<file path="config.mk">
export PLATFORM = sky130hd
export DESIGN_NAME = pipe_ctrl_unit
export DESIGN_NICKNAME = d
export VERILOG_FILES = /design/src/rtl/rv_ctrl_pkg.sv /design/src/rtl/pipe_hazard_unit.sv /design/src/rtl/pipe_ctrl_unit.sv
export SDC_FILE = /design/constraint.sdc
export NUM_CORES = 1
export LEC_CHECK = 0
export CELL_PAD_IN_SITES_DETAIL_PLACEMENT = 0
export CELL_PAD_IN_SITES_GLOBAL_PLACEMENT = 1
export CORE_UTILIZATION = 40
export CTS_CLUSTER_DIAMETER = 60
export DETAILED_ROUTE_END_ITERATION = 16
export PLACE_DENSITY_LB_ADDON = 0.1
export SETUP_SLACK_MARGIN = 0.4
export SLEW_MARGIN = 20
export SYNTH_ARGS = -nofsm -noshare
export SYNTH_HDL_FRONTEND = slang
export SYNTH_SLANG_ARGS = --single-unit
export TNS_END_PERCENT = 50
</file>
<file path="constraint.sdc">
create_clock -name clk -period 3.15 [get_ports clk]
set_input_delay 0.315 -clock clk [delete_from_list [all_inputs] [get_ports clk]]
set_output_delay 0.315 -clock clk [all_outputs]
set_load 0.005 [all_outputs]
</file>
<file path="src/rtl/rv_ctrl_pkg.sv">
// Shared control definitions for the five-stage pipeline: opcodes, store func3
// codes, stage control word with its bubble value, FSM states and ID decode.
package rv_ctrl_pkg;

    localparam logic [4:0] OP_LOAD   = 5'b00000;
    localparam logic [4:0] OP_R_I    = 5'b00100;
    localparam logic [4:0] OP_AUIPC  = 5'b00101;
    localparam logic [4:0] OP_STORE  = 5'b01000;
    localparam logic [4:0] OP_R_R    = 5'b01100;
    localparam logic [4:0] OP_LUI    = 5'b01101;
    localparam logic [4:0] OP_BRANCH = 5'b11000;
    localparam logic [4:0] OP_JALR   = 5'b11001;
    localparam logic [4:0] OP_JAL    = 5'b11011;
    localparam logic [4:0] OP_ECALL  = 5'b11100;

    localparam logic [2:0] F3_SB = 3'b000;
    localparam logic [2:0] F3_SH = 3'b001;
    localparam logic [2:0] F3_SW = 3'b010;
    localparam logic [2:0] F3_SD = 3'b011;

    typedef enum logic [1:0] {
        ST_RUN,
        ST_DRAIN,
        ST_HALT
    } ctrl_state_e;

    typedef struct packed {
        logic       is_load;
        logic       is_store;
        logic       is_branch;
        logic       is_jal;
        logic       is_jalr;
        logic       wb_en;
        logic       wb_sel;
        logic       alu_src1_sel;
        logic       alu_src2_sel;
        logic       jb_src1_sel;
        logic [2:0] func3;
    } ctrl_t;

    localparam ctrl_t CTRL_BUBBLE = '0;

    // ECALL and unknown opcodes decode to a bubble; the FSM detects ECALL separately.
    function automatic ctrl_t decode(input logic [4:0] opcode, input logic [2:0] func3,
                                     input logic rd_nz);
        ctrl_t c;
        c       = CTRL_BUBBLE;
        c.func3 = func3;
        case (opcode)
            OP_R_R:        begin c.wb_en = 1'b1; c.alu_src2_sel = 1'b1; end
            OP_R_I, OP_LUI: c.wb_en = 1'b1;
            OP_AUIPC:      begin c.wb_en = 1'b1; c.alu_src1_sel = 1'b1; end
            OP_LOAD:       begin c.is_load = 1'b1; c.wb_en = 1'b1; c.wb_sel = 1'b1; end
            OP_STORE:      c.is_store = 1'b1;
            OP_BRANCH:     begin c.is_branch = 1'b1; c.alu_src2_sel = 1'b1; end
            OP_JAL:        begin c.is_jal = 1'b1; c.wb_en = 1'b1; c.alu_src1_sel = 1'b1; end
            OP_JALR: begin
                c.is_jalr      = 1'b1;
                c.wb_en        = 1'b1;
                c.alu_src1_sel = 1'b1;
                c.jb_src1_sel  = 1'b1;
            end
            default:       c = CTRL_BUBBLE;
        endcase
        if (!rd_nz) c.wb_en = 1'b0;
        return c;
    endfunction

endpackage

</file>
<file path="src/rtl/pipe_hazard_unit.sv">
// Combinational RAW hazard detection and forwarding selects for the ID instruction.
// PIPE_CTRL_FORWARD_EN: forward from MEM/WB and stall only on load-use.
module pipe_hazard_unit #(
    parameter int unsigned REG_AW = 5
) (
    input  logic [REG_AW-1:0] id_rs1,
    input  logic [REG_AW-1:0] id_rs2,
    input  logic              id_use_rs1,
    input  logic              id_use_rs2,
    input  logic [REG_AW-1:0] ex_rd,
    input  logic              ex_wb_en,
    input  logic              ex_is_load,
    input  logic [REG_AW-1:0] mem_rd,
    input  logic              mem_wb_en,
    input  logic [REG_AW-1:0] wb_rd,
    input  logic              wb_wb_en,
    output logic              raw_stall,
    output logic [1:0]        fwd_a,
    output logic [1:0]        fwd_b
);

    logic ex_hit_a, ex_hit_b, mem_hit_a, mem_hit_b, wb_hit_a, wb_hit_b;
    logic unused_sig;

    assign ex_hit_a  = id_use_rs1 && ex_wb_en  && (ex_rd  != '0) && (ex_rd  == id_rs1);
    assign ex_hit_b  = id_use_rs2 && ex_wb_en  && (ex_rd  != '0) && (ex_rd  == id_rs2);
    assign mem_hit_a = id_use_rs1 && mem_wb_en && (mem_rd != '0) && (mem_rd == id_rs1);
    assign mem_hit_b = id_use_rs2 && mem_wb_en && (mem_rd != '0) && (mem_rd == id_rs2);
    assign wb_hit_a  = id_use_rs1 && wb_wb_en  && (wb_rd  != '0) && (wb_rd  == id_rs1);
    assign wb_hit_b  = id_use_rs2 && wb_wb_en  && (wb_rd  != '0) && (wb_rd  == id_rs2);

`ifdef PIPE_CTRL_FORWARD_EN
    // Selects are computed one stage early: an EX writer is in MEM when this
    // instruction reaches EX, a MEM writer is in WB.
    assign raw_stall  = ex_is_load && (ex_hit_a || ex_hit_b);
    assign fwd_a      = ex_hit_a ? 2'b01 : (mem_hit_a ? 2'b10 : 2'b00);
    assign fwd_b      = ex_hit_b ? 2'b01 : (mem_hit_b ? 2'b10 : 2'b00);
    assign unused_sig = &{1'b0, wb_hit_a, wb_hit_b};
`else
    assign raw_stall  = |{ex_hit_a, ex_hit_b, mem_hit_a, mem_hit_b, wb_hit_a, wb_hit_b};
    assign fwd_a      = 2'b00;
    assign fwd_b      = 2'b00;
    assign unused_sig = &{1'b0, ex_is_load};
`endif

endmodule

</file>
<file path="src/rtl/pipe_ctrl_unit.sv">
// Five-stage pipeline control: ID decode, ID/EX-EX/MEM-MEM/WB control registers,
// redirect/stall handling and ECALL drain-and-halt. Forwarding via PIPE_CTRL_FORWARD_EN.
module pipe_ctrl_unit
    import rv_ctrl_pkg::*;
#(
    parameter int unsigned DM_BE_W = 4,
    parameter int unsigned REG_AW  = 5
) (
    input  logic                       clk,
    input  logic                       rst,
    input  logic [4:0]                 id_opcode,
    input  logic [2:0]                 id_func3,
    input  logic                       id_func7,
    input  logic [REG_AW-1:0]          id_rs1,
    input  logic [REG_AW-1:0]          id_rs2,
    input  logic [REG_AW-1:0]          id_rd,
    input  logic                       ex_alu_branch,
    input  logic [$clog2(DM_BE_W)-1:0] ex_addr_lo,
    output logic                       stall,
    output logic                       flush,
    output logic                       next_pc_sel,
    output logic                       ex_alu_src1_sel,
    output logic                       ex_alu_src2_sel,
    output logic                       ex_jb_src1_sel,
    output logic [1:0]                 fwd_a_sel,
    output logic [1:0]                 fwd_b_sel,
    output logic [DM_BE_W-1:0]         mem_dm_w_en,
    output logic                       mem_misalign,
    output logic                       wb_en,
    output logic                       wb_sel,
    output logic [REG_AW-1:0]          wb_rd,
    output logic                       halt
);

    localparam int unsigned OFF_W = $clog2(DM_BE_W);

    ctrl_t             id_ctrl, ex_ctrl_d, ex_ctrl_q;
    logic              id_use_rs1, id_use_rs2, raw_stall, taken, id_bubble;
    logic [1:0]        fwd_a_id, fwd_b_id, fwd_a_d, fwd_a_q, fwd_b_d, fwd_b_q;
    logic [REG_AW-1:0] ex_rd_d, ex_rd_q, mem_rd_q, wb_rd_q;
    logic              mem_wb_en_q, mem_wb_sel_q, mem_mis_q, wb_en_q, wb_sel_q;
    logic [DM_BE_W-1:0] st_base, st_be, mem_be_q;
    logic [OFF_W-1:0]  st_mask;
    logic              st_mis;
    ctrl_state_e       state_d, state_q;
    logic [1:0]        cnt_d, cnt_q;
    logic              unused_func7;

    assign unused_func7 = &{1'b0, id_func7};
    assign id_ctrl      = decode(id_opcode, id_func3, id_rd != '0);

    always_comb begin
        id_use_rs1 = 1'b0;
        id_use_rs2 = 1'b0;
        case (id_opcode)
            OP_R_R, OP_STORE, OP_BRANCH: begin id_use_rs1 = 1'b1; id_use_rs2 = 1'b1; end
            OP_R_I, OP_LOAD, OP_JALR:    id_use_rs1 = 1'b1;
            default: ;
        endcase
    end

    pipe_hazard_unit #(.REG_AW(REG_AW)) u_hazard (
        .id_rs1    (id_rs1),
        .id_rs2    (id_rs2),
        .id_use_rs1(id_use_rs1),
        .id_use_rs2(id_use_rs2),
        .ex_rd     (ex_rd_q),
        .ex_wb_en  (ex_ctrl_q.wb_en),
        .ex_is_load(ex_ctrl_q.is_load),
        .mem_rd    (mem_rd_q),
        .mem_wb_en (mem_wb_en_q),
        .wb_rd     (wb_rd_q),
        .wb_wb_en  (wb_en_q),
        .raw_stall (raw_stall),
        .fwd_a     (fwd_a_id),
        .fwd_b     (fwd_b_id)
    );

    assign taken = (ex_ctrl_q.is_branch && ex_alu_branch) || ex_ctrl_q.is_jal || ex_ctrl_q.is_jalr;

    always_comb begin
        stall     = 1'b0;
        id_bubble = 1'b0;
        state_d   = state_q;
        cnt_d     = cnt_q;
        case (state_q)
            ST_RUN: begin
                stall     = raw_stall && !taken;
                id_bubble = raw_stall || taken;
                if (id_opcode == OP_ECALL && !taken && !raw_stall) begin
                    state_d = ST_DRAIN;
                    cnt_d   = 2'd3;
                end
            end
            ST_DRAIN: begin
                stall     = 1'b1;
                id_bubble = 1'b1;
                cnt_d     = cnt_q - 2'd1;
                if (cnt_q == 2'd1) state_d = ST_HALT;
            end
            ST_HALT: begin
                stall     = 1'b1;
                id_bubble = 1'b1;
            end
            default: state_d = ST_RUN;
        endcase
        ex_ctrl_d = id_bubble ? CTRL_BUBBLE : id_ctrl;
        ex_rd_d   = id_bubble ? '0 : id_rd;
        fwd_a_d   = id_bubble ? 2'b00 : fwd_a_id;
        fwd_b_d   = id_bubble ? 2'b00 : fwd_b_id;
    end

    always_comb begin
        st_base = '0;
        st_mask = '0;
        if (ex_ctrl_q.is_store) begin
            case (ex_ctrl_q.func3)
                F3_SB: st_base = DM_BE_W'(1);
                F3_SH: begin st_base = DM_BE_W'(3);  st_mask = OFF_W'(1); end
                F3_SW: begin st_base = DM_BE_W'(15); st_mask = OFF_W'(3); end
                F3_SD: if (DM_BE_W == 8) begin st_base = '1; st_mask = OFF_W'(7); end
                default: ;
            endcase
        end
        st_mis = (st_base != '0) && ((ex_addr_lo & st_mask) != '0);
        st_be  = st_mis ? '0 : (st_base << ex_addr_lo);
    end

    always_ff @(posedge clk or posedge rst) begin
        if (rst) begin
            state_q      <= ST_RUN;
            cnt_q        <= 2'd3;
            ex_ctrl_q    <= CTRL_BUBBLE;
            ex_rd_q      <= '0;
            fwd_a_q      <= 2'b00;
            fwd_b_q      <= 2'b00;
            mem_wb_en_q  <= 1'b0;
            mem_wb_sel_q <= 1'b0;
            mem_rd_q     <= '0;
            mem_be_q     <= '0;
            mem_mis_q    <= 1'b0;
            wb_en_q      <= 1'b0;
            wb_sel_q     <= 1'b0;
            wb_rd_q      <= '0;
        end else begin
            state_q      <= state_d;
            cnt_q        <= cnt_d;
            ex_ctrl_q    <= ex_ctrl_d;
            ex_rd_q      <= ex_rd_d;
            fwd_a_q      <= fwd_a_d;
            fwd_b_q      <= fwd_b_d;
            mem_wb_en_q  <= ex_ctrl_q.wb_en;
            mem_wb_sel_q <= ex_ctrl_q.wb_sel;
            mem_rd_q     <= ex_rd_q;
            mem_be_q     <= st_be;
            mem_mis_q    <= st_mis;
            wb_en_q      <= mem_wb_en_q;
            wb_sel_q     <= mem_wb_sel_q;
            wb_rd_q      <= mem_rd_q;
        end
    end

    assign flush           = taken;
    assign next_pc_sel     = taken;
    assign ex_alu_src1_sel = ex_ctrl_q.alu_src1_sel;
    assign ex_alu_src2_sel = ex_ctrl_q.alu_src2_sel;
    assign ex_jb_src1_sel  = ex_ctrl_q.jb_src1_sel;
    assign fwd_a_sel       = fwd_a_q;
    assign fwd_b_sel       = fwd_b_q;
    assign mem_dm_w_en     = mem_be_q;
    assign mem_misalign    = mem_mis_q;
    assign wb_en           = wb_en_q;
    assign wb_sel          = wb_sel_q;
    assign wb_rd           = wb_rd_q;
    assign halt            = (state_q == ST_HALT);

endmodule

</file>
==> impl_metrics.tcl <==
set metrics [dict create \
    status "completed" \
    vdd_drop_max_mv 0.298 \
    timing.critical_path.buf_inv 2 \
    finalMaxSlewViolations 0 \
    initial_core_util 0.425 \
    cp_slowest_cell "or4_4" \
    dr_total_vias 1621 \
    cp_cell_sequence "or4_4, o21ai_4, nor4_2, buf_4, o311ai_4, a211oi_2, o21ba_2, buf_2" \
    final_util 0.591 \
    yosysWarningCount 0 \
    clkLatencyLatePin_ns 0.29 \
    startpoint "mem_rd_q[0]" \
    synth_edf_count 0 \
    grt_pass1_vias 1615 \
    rsz0062_at_grt "yes" \
    grt_pass1_wl_um 7650 \
    maxCapViolations 0 \
    dieHeight_um 73.6 \
    io_pins 52 \
    cp_slowest_stage_delay_ns 0.56 \
    rows 25 \
    hold_violations 0 \
    clkSlewWorstSetupHoldPaths_ns 0.08 \
    fillers 412 \
    critPathMaxFanout 4 \
    diodes 0 \
    rrSetupSlack_ns 0.59 \
    syn_area_sq_mm 0.00205 \
    wl_per_cell_um 14.4 \
    dp.cells 305 \
    startpoint_type "flip-flop" \
    crit_path_end_kind "output pin" \
    numCtsBuffers 5 \
    worst_pin_slew_ns 0.535 \
    setup_viol 0 \
    hold_depth 0 \
    arrival_ns 2.39 \
    htree_levels 2 \
    ant_nets 0 \
    layout-drive-gt1-share 0.184 \
    core_sq_mm 0.00482 \
    async_flop_share 1.00 \
    cts_tree "done" \
    ys_seq_area_frac 0.478 \
    crit_cells 8 \
    total_leakage_power_nw 1.19 \
    hold_path.class "flip-flop to flip-flop" \
    dr.pass1.iters 4 \
    tns_ns 0 \
    final.period_utilization 0.858 \
    fin_worst_skew_ns 0.00467 \
    nNetsFinal 289 \
    gp_congestion 0.765 \
    grt_use_total 0.190 \
    cts_root_buffer "clkbuf_8" \
    synth-main-ff-cell "dfrtp_1" \
    required_ns 2.83 \
    globalRouteOverflowTotal 0 \
    area_delta_synth_final_pct 39.0 \
    cp_top_family "compound AO/OA/AOI/OAI gates" \
    die_x_um 73.6 \
    max_freq_mhz 370 \
    antenna_found_initial 0 \
    hold_ws_ns 0.352 \
    hpwl_um 3380 \
    grt_max_degree 40 \
    r2r-end "ex_ctrl_q[7]" \
    vias_per_cell 5.02 \
    synth_cell_types 44 \
    path_class "flip-flop to output pin" \
    endpoint "stall" \
    post-route-drc-count 0 \
    clk_path_buf_depth 2 \
    dr.first_iter.drc_count 93 \
    power_mw 2.14 \
    finalNonFillerCells 323 \
    clock_sinks 39 \
    port_buffers 46 \
    dieArea_sq_mm 0.00541 \
    power.density_mw_per_mm2 750 \
    period_minus_slack_ns 2.70 \
    syn_avg_cell_area_sq_um 10.7 \
    maxSlewHeadroom 0.640 \
    synth-seq-cells 39 \
    reg2regPathDepth 10 \
    synth_cells 192 \
    wl_um 4650 \
    rr_startpoint "mem_rd_q[0]" \
]
==> state kept, by name, summed over array words and instances (netlist names) <==
| register | cells |
|---|---|
| mem_misalign | 1 |
| cnt_q | 2 |
| ex_rd_q | 5 |
| mem_wb_en_q | 1 |
| state_q | 2 |
| wb_sel | 1 |
| ex_ctrl_q | 9 |
| mem_dm_w_en | 4 |
| wb_rd | 5 |
| ex_alu_src2_sel | 1 |
| mem_wb_sel_q | 1 |
| ex_alu_src1_sel | 1 |
| mem_rd_q | 5 |
| wb_en | 1 |
==> logic make-up after synthesis <==
group                      count (synthesis)  synth area share
and+or+nand+nor                           62             0.178
DFF                                       39             0.478
AOI/OAI and AO/OA                         34             0.126
xor gates and xnor gates                  32             0.137
buffers and inverters                     19            0.0489
adders and majority gates                  5            0.0305
other                                      1           0.00183
==> metrics by stage <==
step / setup WS (ns) / area [sq um]
finish: 0.446 / 2850
global route: 0.374 / 2850
CTS: 0.453 / 2800
detailed placement: 0.183 / 2590
global placement: 0.199 / 2590
floorplan: 1.05 / 2060
==> how the worst min path moves through the flow <==
stage                 start      endpoint
6_report       mem_wb_sel_q        wb_sel
3_5_place_dp   mem_wb_sel_q        wb_sel
2_1_floorplan  ex_ctrl_q[6]  mem_wb_sel_q
3_3_place_gp   ex_ctrl_q[6]  mem_wb_sel_q
4_1_cts        mem_wb_sel_q        wb_sel
5_1_grt        ex_ctrl_q[6]  mem_wb_sel_q
==> worst reg2reg max path, cell delays in order (launching register included) <==
cell and delay, ns:
dfrtp_1 0.42, or4_4 0.56, o21ai_4 0.18, nor4_2 0.06, buf_4 0.14, o311ai_4 0.30, buf_4 0.16, buf_4 0.10
a311oi_4 0.10, buf_4 0.23, a221oi_1 0.22
==> layout make-up <==
type	count	area, sq um	area share
multi-input combinational	137	1030	0.361
sequential	39	978	0.344
timing repair buffer	64	591	0.207
tap	67	83.8	0.0294
clock buffer	5	68.8	0.0242
clock inverter	3	67.6	0.0237
inverter	8	30.0	0.0105
==> routing by layer <==
layer | global-route usage | part of all wire
met1 | 0.236 | 0.44
met2 | 0.330 | 0.50
met3 | 0.0412 | 0.041
met4 | 0.0577 | 0.012
met5 | 0 | 0
==> timing repair <==
item / 4_1_cts / 5_1_grt
resized for setup: 10 / 3
setup endpoints to repair: 1 / 1
hold buffers: 0 / 0
buffers inserted: 6 / 4
pin swaps: 7 / 6
==> where the power goes <==
group,internal [mW],total [mW],switching (mW)
combinational,0.455,0.859,0.404
sequential,0.640,0.784,0.143
clock,0.316,0.494,0.179
==> synthesized netlist by cell type, types with 3 or more instances <==
cell	count	area, sq um
nand2_1	7	26.3
nor2_1	14	52.6
clkbuf_1	3	11.3
buf_4	5	37.5
xor2_1	13	114
or4_1	4	30.0
nor2b_1	7	43.8
inv_1	8	30.0
ha_1	5	62.6
nor3_1	3	15.0
nand2b_1	4	25.0
dfrtp_1	37	926
nand3_1	6	30.0
o21ai_0	6	30.0
nor4_1	6	37.5
xnor2_1	19	166
a21oi_1	11	55.1
==> placed cells by master, fill, tap and decap left out, drive strengths merged, types with 2 or more instances in the layout <==
| master | count |
|---|---|
| xnor2 | 19 |
| conb | 4 |
| dfrtp | 37 |
| nand2 | 7 |
| clkbuf | 5 |
| xor2 | 13 |
| or4 | 4 |
| a21oi | 11 |
| inv | 8 |
| nand3b | 2 |
| nand2b | 4 |
| buf | 19 |
| nor4 | 8 |
| nand3 | 6 |
| nor2b | 7 |
| clkdlybuf4s50 | 45 |
| bufinv | 2 |
| a211oi | 3 |
| nor2 | 14 |
| o21ai | 9 |
| nor3 | 5 |
| ha | 5 |
| dfstp | 2 |
Note: power is estimated with default switching activity, not from simulation.
